===== config.mk =====
export PLATFORM = sky130hd
export DESIGN_NAME = interpo_coef_reader
export DESIGN_NICKNAME = d
export VERILOG_FILES = /design/src/rtl/interpo_coef_reader_pkg.sv /design/src/rtl/interpo_coef_fifo2.sv /design/src/rtl/interpo_coef_reader.sv
export SDC_FILE = /design/constraint.sdc
export NUM_CORES = 1
export LEC_CHECK = 0
export CAP_MARGIN = 20
export CORE_MARGIN = 1
export CORE_UTILIZATION = 55
export DETAILED_ROUTE_END_ITERATION = 10
export PLACE_DENSITY = 0.88
export SLEW_MARGIN = 20
export SYNTH_ARGS = -nofsm -noshare
export SYNTH_HDL_FRONTEND = slang
export SYNTH_HIERARCHICAL = 1
export SYNTH_SLANG_ARGS = --single-unit
export TNS_END_PERCENT = 50

===== constraint.sdc =====
create_clock -name clk -period 4.88 [get_ports clk]
set_input_delay 0.976 -clock clk [delete_from_list [all_inputs] [get_ports clk]]
set_output_delay 0.976 -clock clk [all_outputs]
set_load 0.1 [all_outputs]

===== src/rtl/interpo_coef_reader_pkg.sv =====
// ---------------------------------------------------------------------------
// interpo_coef_reader_pkg
// Shared definitions for the coefficient RAM read-side engine:
//   - default geometry of the coefficient RAM (DEPTH/ADDR_W/DATA_W)
//   - FSM state encoding
//   - count clamp and modulo-DEPTH address increment helpers
// ---------------------------------------------------------------------------
package interpo_coef_reader_pkg;

  localparam int unsigned DEF_DEPTH  = 40;
  localparam int unsigned DEF_ADDR_W = 6;
  localparam int unsigned DEF_DATA_W = 32;

  typedef enum logic [1:0] {
    IDLE  = 2'd0,
    FETCH = 2'd1,
    DRAIN = 2'd2
  } state_e;

  // Requested word count limited to the RAM depth.
  function automatic int unsigned clamp_count(input int unsigned n, input int unsigned depth);
    return (n > depth) ? depth : n;
  endfunction

  // Next address, wrapping from depth-1 back to 0.
  function automatic int unsigned wrap_inc(input int unsigned a, input int unsigned depth);
    return (a + 1 >= depth) ? 0 : a + 1;
  endfunction

endpackage


===== src/rtl/interpo_coef_fifo2.sv =====
// ---------------------------------------------------------------------------
// interpo_coef_fifo2
// Two-entry shift FIFO; entry 0 is always the head so the head is a plain
// register output.
//   clk, rst_n    : clock, async active-low reset
//   flush_i       : drop all entries (wins over push/pop)
//   push_i/data_i : write one entry
//   pop_i         : remove the head entry (ignored when empty)
//   head_o        : head entry, held while not popped
//   count_o       : occupancy 0..2
//   empty_o       : count_o == 0
// ---------------------------------------------------------------------------
module interpo_coef_fifo2 #(
  parameter int unsigned W = 39
) (
  input  logic         clk,
  input  logic         rst_n,
  input  logic         flush_i,
  input  logic         push_i,
  input  logic [W-1:0] data_i,
  input  logic         pop_i,
  output logic [W-1:0] head_o,
  output logic [1:0]   count_o,
  output logic         empty_o
);

  logic [W-1:0] e0_q, e0_d;
  logic [W-1:0] e1_q, e1_d;
  logic [1:0]   cnt_q, cnt_d;
  logic         pop_ok;
  logic         push_ok;

  // Occupancy and entry update.
  always_comb begin
    e0_d    = e0_q;
    e1_d    = e1_q;
    cnt_d   = cnt_q;
    pop_ok  = pop_i && (cnt_q != 2'd0);
    push_ok = push_i && ((cnt_q != 2'd2) || pop_ok);
    if (flush_i) begin
      e0_d  = '0;
      e1_d  = '0;
      cnt_d = '0;
    end else begin
      case ({push_ok, pop_ok})
        2'b10: begin
          if (cnt_q == 2'd0) e0_d = data_i;
          else               e1_d = data_i;
          cnt_d = cnt_q + 2'd1;
        end
        2'b01: begin
          e0_d  = e1_q;
          cnt_d = cnt_q - 2'd1;
        end
        2'b11: begin
          if (cnt_q == 2'd1) begin
            e0_d = data_i;
          end else begin
            e0_d = e1_q;
            e1_d = data_i;
          end
        end
        default: ;
      endcase
    end
  end

  always_ff @(posedge clk or negedge rst_n) begin
    if (!rst_n) begin
      e0_q  <= '0;
      e1_q  <= '0;
      cnt_q <= '0;
    end else begin
      e0_q  <= e0_d;
      e1_q  <= e1_d;
      cnt_q <= cnt_d;
    end
  end

  assign head_o  = e0_q;
  assign count_o = cnt_q;
  assign empty_o = (cnt_q == 2'd0);

endmodule


===== src/rtl/interpo_coef_reader.sv =====
// ---------------------------------------------------------------------------
// interpo_coef_reader
// Fetches a contiguous, wrapping run of words from port 2 of the coefficient
// RAM (read-only Avalon-MM, read latency 1) and streams them in order.
//   clk, reset_n          : clock, async active-low reset
//   start/start_addr/num_words : run command, accepted only while idle
//   abort                 : synchronous cancel, no done pulse
//   busy, done            : run in progress / one-cycle completion pulse
//   ram_*                 : RAM port-2 master signals
//   coef_data/index/last/valid, coef_ready : output stream
// ---------------------------------------------------------------------------
module interpo_coef_reader
  import interpo_coef_reader_pkg::*;
#(
  parameter int unsigned DEPTH  = DEF_DEPTH,
  parameter int unsigned ADDR_W = DEF_ADDR_W,
  parameter int unsigned DATA_W = DEF_DATA_W
) (
  input  logic              clk,
  input  logic              reset_n,
  input  logic              start,
  input  logic [ADDR_W-1:0] start_addr,
  input  logic [ADDR_W-1:0] num_words,
  input  logic              abort,
  output logic              busy,
  output logic              done,
  output logic [ADDR_W-1:0] ram_address,
  output logic              ram_chipselect,
  output logic              ram_write,
  output logic [3:0]        ram_byteenable,
  output logic              ram_clken,
  input  logic [DATA_W-1:0] ram_readdata,
  output logic [DATA_W-1:0] coef_data,
  output logic [ADDR_W-1:0] coef_index,
  output logic              coef_last,
  output logic              coef_valid,
  input  logic              coef_ready
);

  localparam int unsigned ENTRY_W = DATA_W + ADDR_W + 1;

  state_e state_q, state_d;

  logic [ADDR_W-1:0] addr_q, addr_d;          // next read address
  logic [ADDR_W-1:0] left_q, left_d;          // reads still to issue
  logic [ADDR_W-1:0] idx_q, idx_d;            // run position of next read
  logic              pend_q, pend_d;          // read issued last cycle
  logic [ADDR_W-1:0] pend_idx_q, pend_idx_d;
  logic              pend_last_q, pend_last_d;
  logic              done_q, done_d;

  logic [ADDR_W-1:0]  start_cnt;
  logic               issue;
  logic               issue_ok;
  logic               pop;
  logic               push;
  logic [ENTRY_W-1:0] head;
  logic [1:0]         fifo_cnt;
  logic               fifo_empty;
  logic               head_last;

  assign start_cnt = ADDR_W'(clamp_count(32'(num_words), DEPTH));
  assign pop       = !fifo_empty && coef_ready;

  // Reserve a buffer slot for every read in flight so a stalled stream
  // can never overflow, while a free-running stream keeps one read/cycle.
  assign issue_ok  = (3'(fifo_cnt) + 3'(pend_q)) < (3'd2 + 3'(pop));
  assign issue     = (state_q == FETCH) && !abort && issue_ok && (left_q != '0);

  // In-flight data is dropped on abort.
  assign push      = pend_q && !abort;
  assign head_last = head[0];

  // State register.
  always_ff @(posedge clk or negedge reset_n) begin
    if (!reset_n) state_q <= IDLE;
    else          state_q <= state_d;
  end

  // Next-state logic.
  always_comb begin
    state_d = state_q;
    if (abort) begin
      state_d = IDLE;
    end else begin
      case (state_q)
        IDLE:    if (start && (start_cnt != '0)) state_d = FETCH;
        FETCH:   if (issue && (left_q == ADDR_W'(1))) state_d = DRAIN;
        DRAIN:   if (pop && head_last) state_d = IDLE;
        default: state_d = IDLE;
      endcase
    end
  end

  // Datapath / output next values.
  always_comb begin
    addr_d      = addr_q;
    left_d      = left_q;
    idx_d       = idx_q;
    pend_d      = issue;
    pend_idx_d  = idx_q;
    pend_last_d = (left_q == ADDR_W'(1));
    done_d      = 1'b0;
    if (!abort) begin
      if ((state_q == IDLE) && start) begin
        addr_d = start_addr;
        left_d = start_cnt;
        idx_d  = '0;
        done_d = (start_cnt == '0);
      end
      if (issue) begin
        addr_d = ADDR_W'(wrap_inc(32'(addr_q), DEPTH));
        left_d = left_q - ADDR_W'(1);
        idx_d  = idx_q + ADDR_W'(1);
      end
      if ((state_q == DRAIN) && pop && head_last) done_d = 1'b1;
    end
  end

  always_ff @(posedge clk or negedge reset_n) begin
    if (!reset_n) begin
      addr_q      <= '0;
      left_q      <= '0;
      idx_q       <= '0;
      pend_q      <= 1'b0;
      pend_idx_q  <= '0;
      pend_last_q <= 1'b0;
      done_q      <= 1'b0;
    end else begin
      addr_q      <= addr_d;
      left_q      <= left_d;
      idx_q       <= idx_d;
      pend_q      <= pend_d;
      pend_idx_q  <= pend_idx_d;
      pend_last_q <= pend_last_d;
      done_q      <= done_d;
    end
  end

  interpo_coef_fifo2 #(
    .W (ENTRY_W)
  ) u_fifo (
    .clk     (clk),
    .rst_n   (reset_n),
    .flush_i (abort),
    .push_i  (push),
    .data_i  ({ram_readdata, pend_idx_q, pend_last_q}),
    .pop_i   (pop),
    .head_o  (head),
    .count_o (fifo_cnt),
    .empty_o (fifo_empty)
  );

  assign busy           = (state_q != IDLE);
  assign done           = done_q;
  assign ram_address    = addr_q;
  assign ram_chipselect = issue;
  assign ram_write      = 1'b0;
  assign ram_byteenable = 4'hF;
  assign ram_clken      = 1'b1;
  assign coef_valid     = !fifo_empty;
  assign coef_data      = head[ENTRY_W-1 -: DATA_W];
  assign coef_index     = head[ADDR_W:1];
  assign coef_last      = head_last;

endmodule


Word-level counts from Yosys, hierarchy flattened
Cells that the tools add are included.
{ "totals": {"reg_bits": 109, "in_bits": 49, "out_inout_bits": 55, "wordCells": 93} }
{ "classes": {"addsub": 7, "magnitude_cmp": 3, "n_eq_ne": 14, "n_mux": 26, "bitwise": 1, "n_reduce_logical": 31} }
{ "op_table": {"columns": ["op", "n"], "rows": [
  ["$mux W39", 6],
  ["$pmux W39 S3", 1],
  ["$pmux W39 S2", 1],
  ["$mux W6", 8],
  ["$ne A3 B3 Y1 const B", 5],
  ["$logic_and A1 B1 Y1", 13],
  ["$reduce_bool A6 Y1", 2],
  ["$mux W2", 5],
  ["$add A6 B1 Y7 const B", 1],
  ["$ge A7 B6 Y1 const B", 1],
  ["$add A6 B1 Y6 const B", 1],
  ["$eq A2 B1 Y1 const B", 3],
  ["$eq A2 B2 Y1 const B", 3],
  ["$eq A6 B1 Y1 const B", 1],
  ["$gt A6 B6 Y1 const B", 1],
  ["$logic_not A6 Y1", 1],
  ["$pmux W2 S3", 1],
  ["$reduce_and A3 Y1", 2],
  ["$reduce_bool A2 Y1", 3],
  ["$reduce_bool A3 Y1", 2],
  ["$sub A6 B1 Y6 const B", 1],
  ["$logic_not A2 Y1", 2],
  ["$pmux W2 S2", 1],
  ["$reduce_and A2 Y1", 2],
  ["12 further kinds", 15]
]} }

Longest topological paths before layout
{ "depth": {"word_depth": 11, "depth_mapped": 9, "depth_no_buf": 7} }

Hierarchy
The synthesis kept the hierarchy.
{ "by_module_without_submodules": {"columns": ["module", "n_inst", "cells_per_inst", "area_each_um2", "seq_area_each_um2"], "rows": [
  ["interpo_coef_fifo2", 1, 282, 3370.7, 2001.9],
  ["interpo_coef_reader", 1, 167, 1617.8, 725.7]
]} }

Least setup slack after synthesis
Ideal clock, no wire load.
{ "synth_timing": {"path_type": "input to output", "from": "in coef_ready", "to": "out ram_chipselect", "arrival_time_ns": 2.380, "t_required_ns": 3.904, "path_slack_ns": 1.524, "path_stages": 5, "path_buffers": 2, "cell_sequence": "or3b_2 -> a221o_1 -> buf_6 -> inv_1 -> buf_4"} }
{ "synth_via": {"elab_chain_cells": 5} }
{ "synth_rtl": {"columns": ["element", "line", "source"], "rows": [
  ["start, declared", "interpo_coef_reader.sv:37", "input logic coef_ready"],
  ["$logic_and A1 B1 Y1", "interpo_coef_reader.sv:63", "assign pop = !fifo_empty && coef_ready;"],
  ["$add A2 B1 Y3", "interpo_coef_reader.sv:67", "assign issue_ok = (3'(fifo_cnt) + 3'(pend_q)) < (3'd2 + 3'(pop));"],
  ["$lt A3 B3 Y1", "interpo_coef_reader.sv:67", null],
  ["$logic_and A1 B1 Y1 (2 in series)", "interpo_coef_reader.sv:68", "assign issue = (state_q == FETCH) && !abort && issue_ok && (left_q != '0);"],
  ["end, declared", "interpo_coef_reader.sv:28", "output logic ram_chipselect,"]
]} }
No other way between the ends.

Worst setup path after layout
{ "layout_timing": {"from": "in abort", "to": "out ram_chipselect"} }
{ "layout_via": {"elab_chain_cells": 4} }
{ "layout_rtl": {"columns": ["element", "line", "source"], "rows": [
  ["start, declared", "interpo_coef_reader.sv:24", "input logic abort,"],
  ["$logic_not A1 Y1", null, null],
  ["$logic_and A1 B1 Y1 (3 in series)", "interpo_coef_reader.sv:68", null]
]} }
No other way between the ends.

==> impl_metrics.py <==
metrics = {
    "global_route": {
        "use_met1": 0.332,
        "grt_pass1_vias": 3910,
        "grt_overflow": 0,
        "grtUsageMet2": 0.395,
        "grt-busiest-layer": "met2",
        "grt_first_pass_wirelength_mm": 18.7,
        "track_usage": 0.245,
        "grtUsageMet3": 0.0655,
        "grt_max_degree": 79,
        "antenna_found_initial": 0,
    },
    "clock_network": {
        "cts_num_sinks": 109,
        "post_cts_resized": 0,
        "hold_buffers": 0,
        "cts_root_buf": "clkbuf_8",
        "cts_max_level": 3,
        "cts.clk_slew.worst_paths_ns": 0.09,
        "clkLatencyLatePin_ns": 0.37,
        "cts_buffer_depth": 2,
        "cts_tree": "built",
        "numCtsBuffers": 9,
        "postCtsSetupBuffers": 0,
    },
    "sta": {
        "hold_violations": 0,
        "slew_headroom": 0.323,
        "rsz0062_at_grt": "false",
        "layout_worst_path_cycle_share": 0.797,
        "finClkSkew_ns": 0.0124,
        "tns_ns": 0,
        "finalMaxSlewViolations": 0,
        "min_period_ns": 3.89,
        "setup_viol": 0,
        "max_freq_ghz": 0.257,
        "worst_slew_pin_slew_ns": 1.01,
    },
    "placed_design": {
        "port_buffers": 97,
        "hpwl_mm": 7.18,
        "gp_congestion": 0.828,
        "post_dp_cell_area_mm2": 0.00601,
    },
    "logic_synthesis": {
        "yosys_warnings": 6,
        "post-synth-top-count-cell": "dfrtp_1",
        "ys_types": 58,
        "syn_avg_cell_area_um2": 11.1,
        "synth_seq_cells": 109,
        "netlist_area_mm2": 0.00499,
        "yosys.area.top_type_share": 0.547,
        "synth_commonest_cells": "dfrtp_1 (109), nand2_1 (58), mux2i_1 (41)",
        "synth-edff-count": 0,
        "yosysTopAreaCell": "dfrtp_1",
        "ys_seq_area_frac": 0.547,
        "synth_area_leaders": "dfrtp_1 (55%), mux2i_1 (8.2%), a22o_1 (6.8%), nand2_1 (4.4%), o21ai_0 (3.1%)",
        "synthArstFlopShare": 1.00,
        "synthFlopType": "dfrtp_1",
        "postSynthCellCount": 449,
    },
    "worst_setup_path": {
        "critPathCapture": "ram_chipselect",
        "r2r-end": "u_fifo/head_o[23]",
        "criticalPathCategory": "in2out",
        "cp.required_ns": 3.90,
        "critPathLaunchType": "input port",
        "cp-end-kind": "primary output",
        "worstReg2RegStart": "u_fifo/count_o[0]",
        "worstSetupStartpoint": "abort",
        "r2r_slack_ns": 2.04,
        "arrival_ns": 2.91,
        "path_max_fanout": 18,
        "reg2reg_depth": 8,
    },
    "final_layout": {
        "drive_gt1_frac": 0.0700,
        "area_delta_synth_final_pct": 25.4,
        "stdcell_area_mm2": 0.00625,
        "finalNetCount": 597,
        "regArea_mm2": 0.00273,
        "multi_input_area_mm2": 0.00206,
        "fillerInstances": 649,
        "antennaDiodeCount": 0,
    },
    "min_path": {
        "min_from": "idx_q[5]",
        "hold_class": "reg2reg",
    },
    "routing": {
        "antenna_left": 0,
        "wl_per_cell_um": 17.2,
        "drt_iter0_markers": 239,
        "route.detailed.drc": 0,
        "wl_mm": 11.2,
        "viasPerCell": 5.99,
        "vias": 3899,
        "firstDrtPassIters": 5,
    },
    "power_and_ir_drop": {
        "ir_drop_v": 0.000341,
        "leakagePower_nw": 3.01,
        "power_density_mw_per_mm2": 384,
    },
    "floorplan": {
        "io-pin-count": 104,
        "rows": 34,
        "die_height_um": 97.2,
        "design.core.area_mm2": 0.00876,
        "die_area_mm2": 0.00945,
        "die_w_um": 97.2,
        "start_util": 0.569,
    },
    "flow_run": {
        "cap_viol_max_count": 0,
    },
    "status": {
        "status": "finished clean",
    },
}
[kinds of logic (layout without fill, tap and decap cells)]
kind of cell | count (synthesis) | count (layout) | share of synthesized area
other | 2 | 6 | 0.00151
multiplexers | 41 | 41 | 0.0823
buffers and inverters | 45 | 135 | 0.0497
AO/OA/AOI/OAI | 122 | 122 | 0.172
adder cells (fa/ha/maj) | 10 | 10 | 0.0251
AND/OR/NAND/NOR | 117 | 117 | 0.117
XOR/XNOR | 3 | 3 | 0.00527
flip-flops | 109 | 109 | 0.547
[through the flow]
| step | setup slack [ns] | util | hold slack [ns] | total power [mW] | cells |
|---|---|---|---|---|---|
| 2_1_floorplan | 1.52 | - | 0.366 | 1.60 | 453 |
| 6_report | 0.991 | 0.714 | 0.409 | 2.40 | 651 |
| 3_5_place_dp | 1.00 | 0.685 | 0.389 | 1.82 | 634 |
| 4_1_cts | 0.991 | 0.711 | 0.411 | 2.42 | 650 |
| 3_3_place_gp | 1.03 | 0.685 | 0.386 | 1.80 | 634 |
| 5_1_grt | 0.940 | 0.714 | 0.421 | 2.51 | 651 |
[where the power goes]
group / switching, mW / internal (mW) / leakage, nW
sequential: 0.0784 / 0.979 / 1.46
combinational: 0.542 / 0.207 / 1.44
clock: 0.304 / 0.293 / 0.104
[cell usage in the layout, fill, tap and decap left out, drive strengths merged, types with 5 or more instances in the layout]
master | synthesis | final
nand3 | 16 | 16
a21oi | 11 | 11
nor2 | 8 | 8
dfrtp | 109 | 109
nor3 | 8 | 8
buf | 25 | 11
a22o | 39 | 39
o21ai | 42 | 42
mux2i | 41 | 41
inv | 13 | 15
clkbuf | 7 | 10
clkdlybuf4s50 | 0 | 95
o31ai | 5 | 5
conb | 2 | 6
nand2 | 58 | 58
ha | 10 | 10
[worst max-delay path, cell delays in order]
cell and delay (ns):
clkdlybuf4s50_1 0.39, buf_4 0.18, or4b_4 0.55, a221o_1 0.28, buf_4 0.20, inv_1 0.13, buf_12 0.19
[how the worst min path moves through the flow]
stage	endpoint	slack, ns	depth (start not counted)
final	pend_idx_q[5]	0.41	0
after global routing	pend_idx_q[5]	0.42	0
after CTS	pend_idx_q[5]	0.41	0
after detailed placement	pend_idx_q[5]	0.39	0
after global placement	pend_idx_q[5]	0.39	0
after floorplan	pend_idx_q[5]	0.37	0
[layout make-up]
class,instances,share of cell area
inverter,13,0.00780
sequential,109,0.436
multi-input combinational,299,0.329
clock buffer,10,0.0204
clock inverter,6,0.0148
timing repair buffer,106,0.170
tap,108,0.0216
[flip-flops by register name (all words and copies together) (netlist names)]
signal,count
u_fifo/e1_q,39
u_fifo/head_o,39
idx_q,6
left_q,6
pend_idx_q,6
ram_address,6
state_q,2
u_fifo/count_o,2
done,1
pend_last_q,1
pend_q,1
[routing by layer]
layer,wire length [µm],up-vias
li1,-,1813
met1,4910,1913
met2,5410,162
met3,779,11
met4,118,0
met5,0,-
Note: power is estimated with default switching activity, not from simulation.
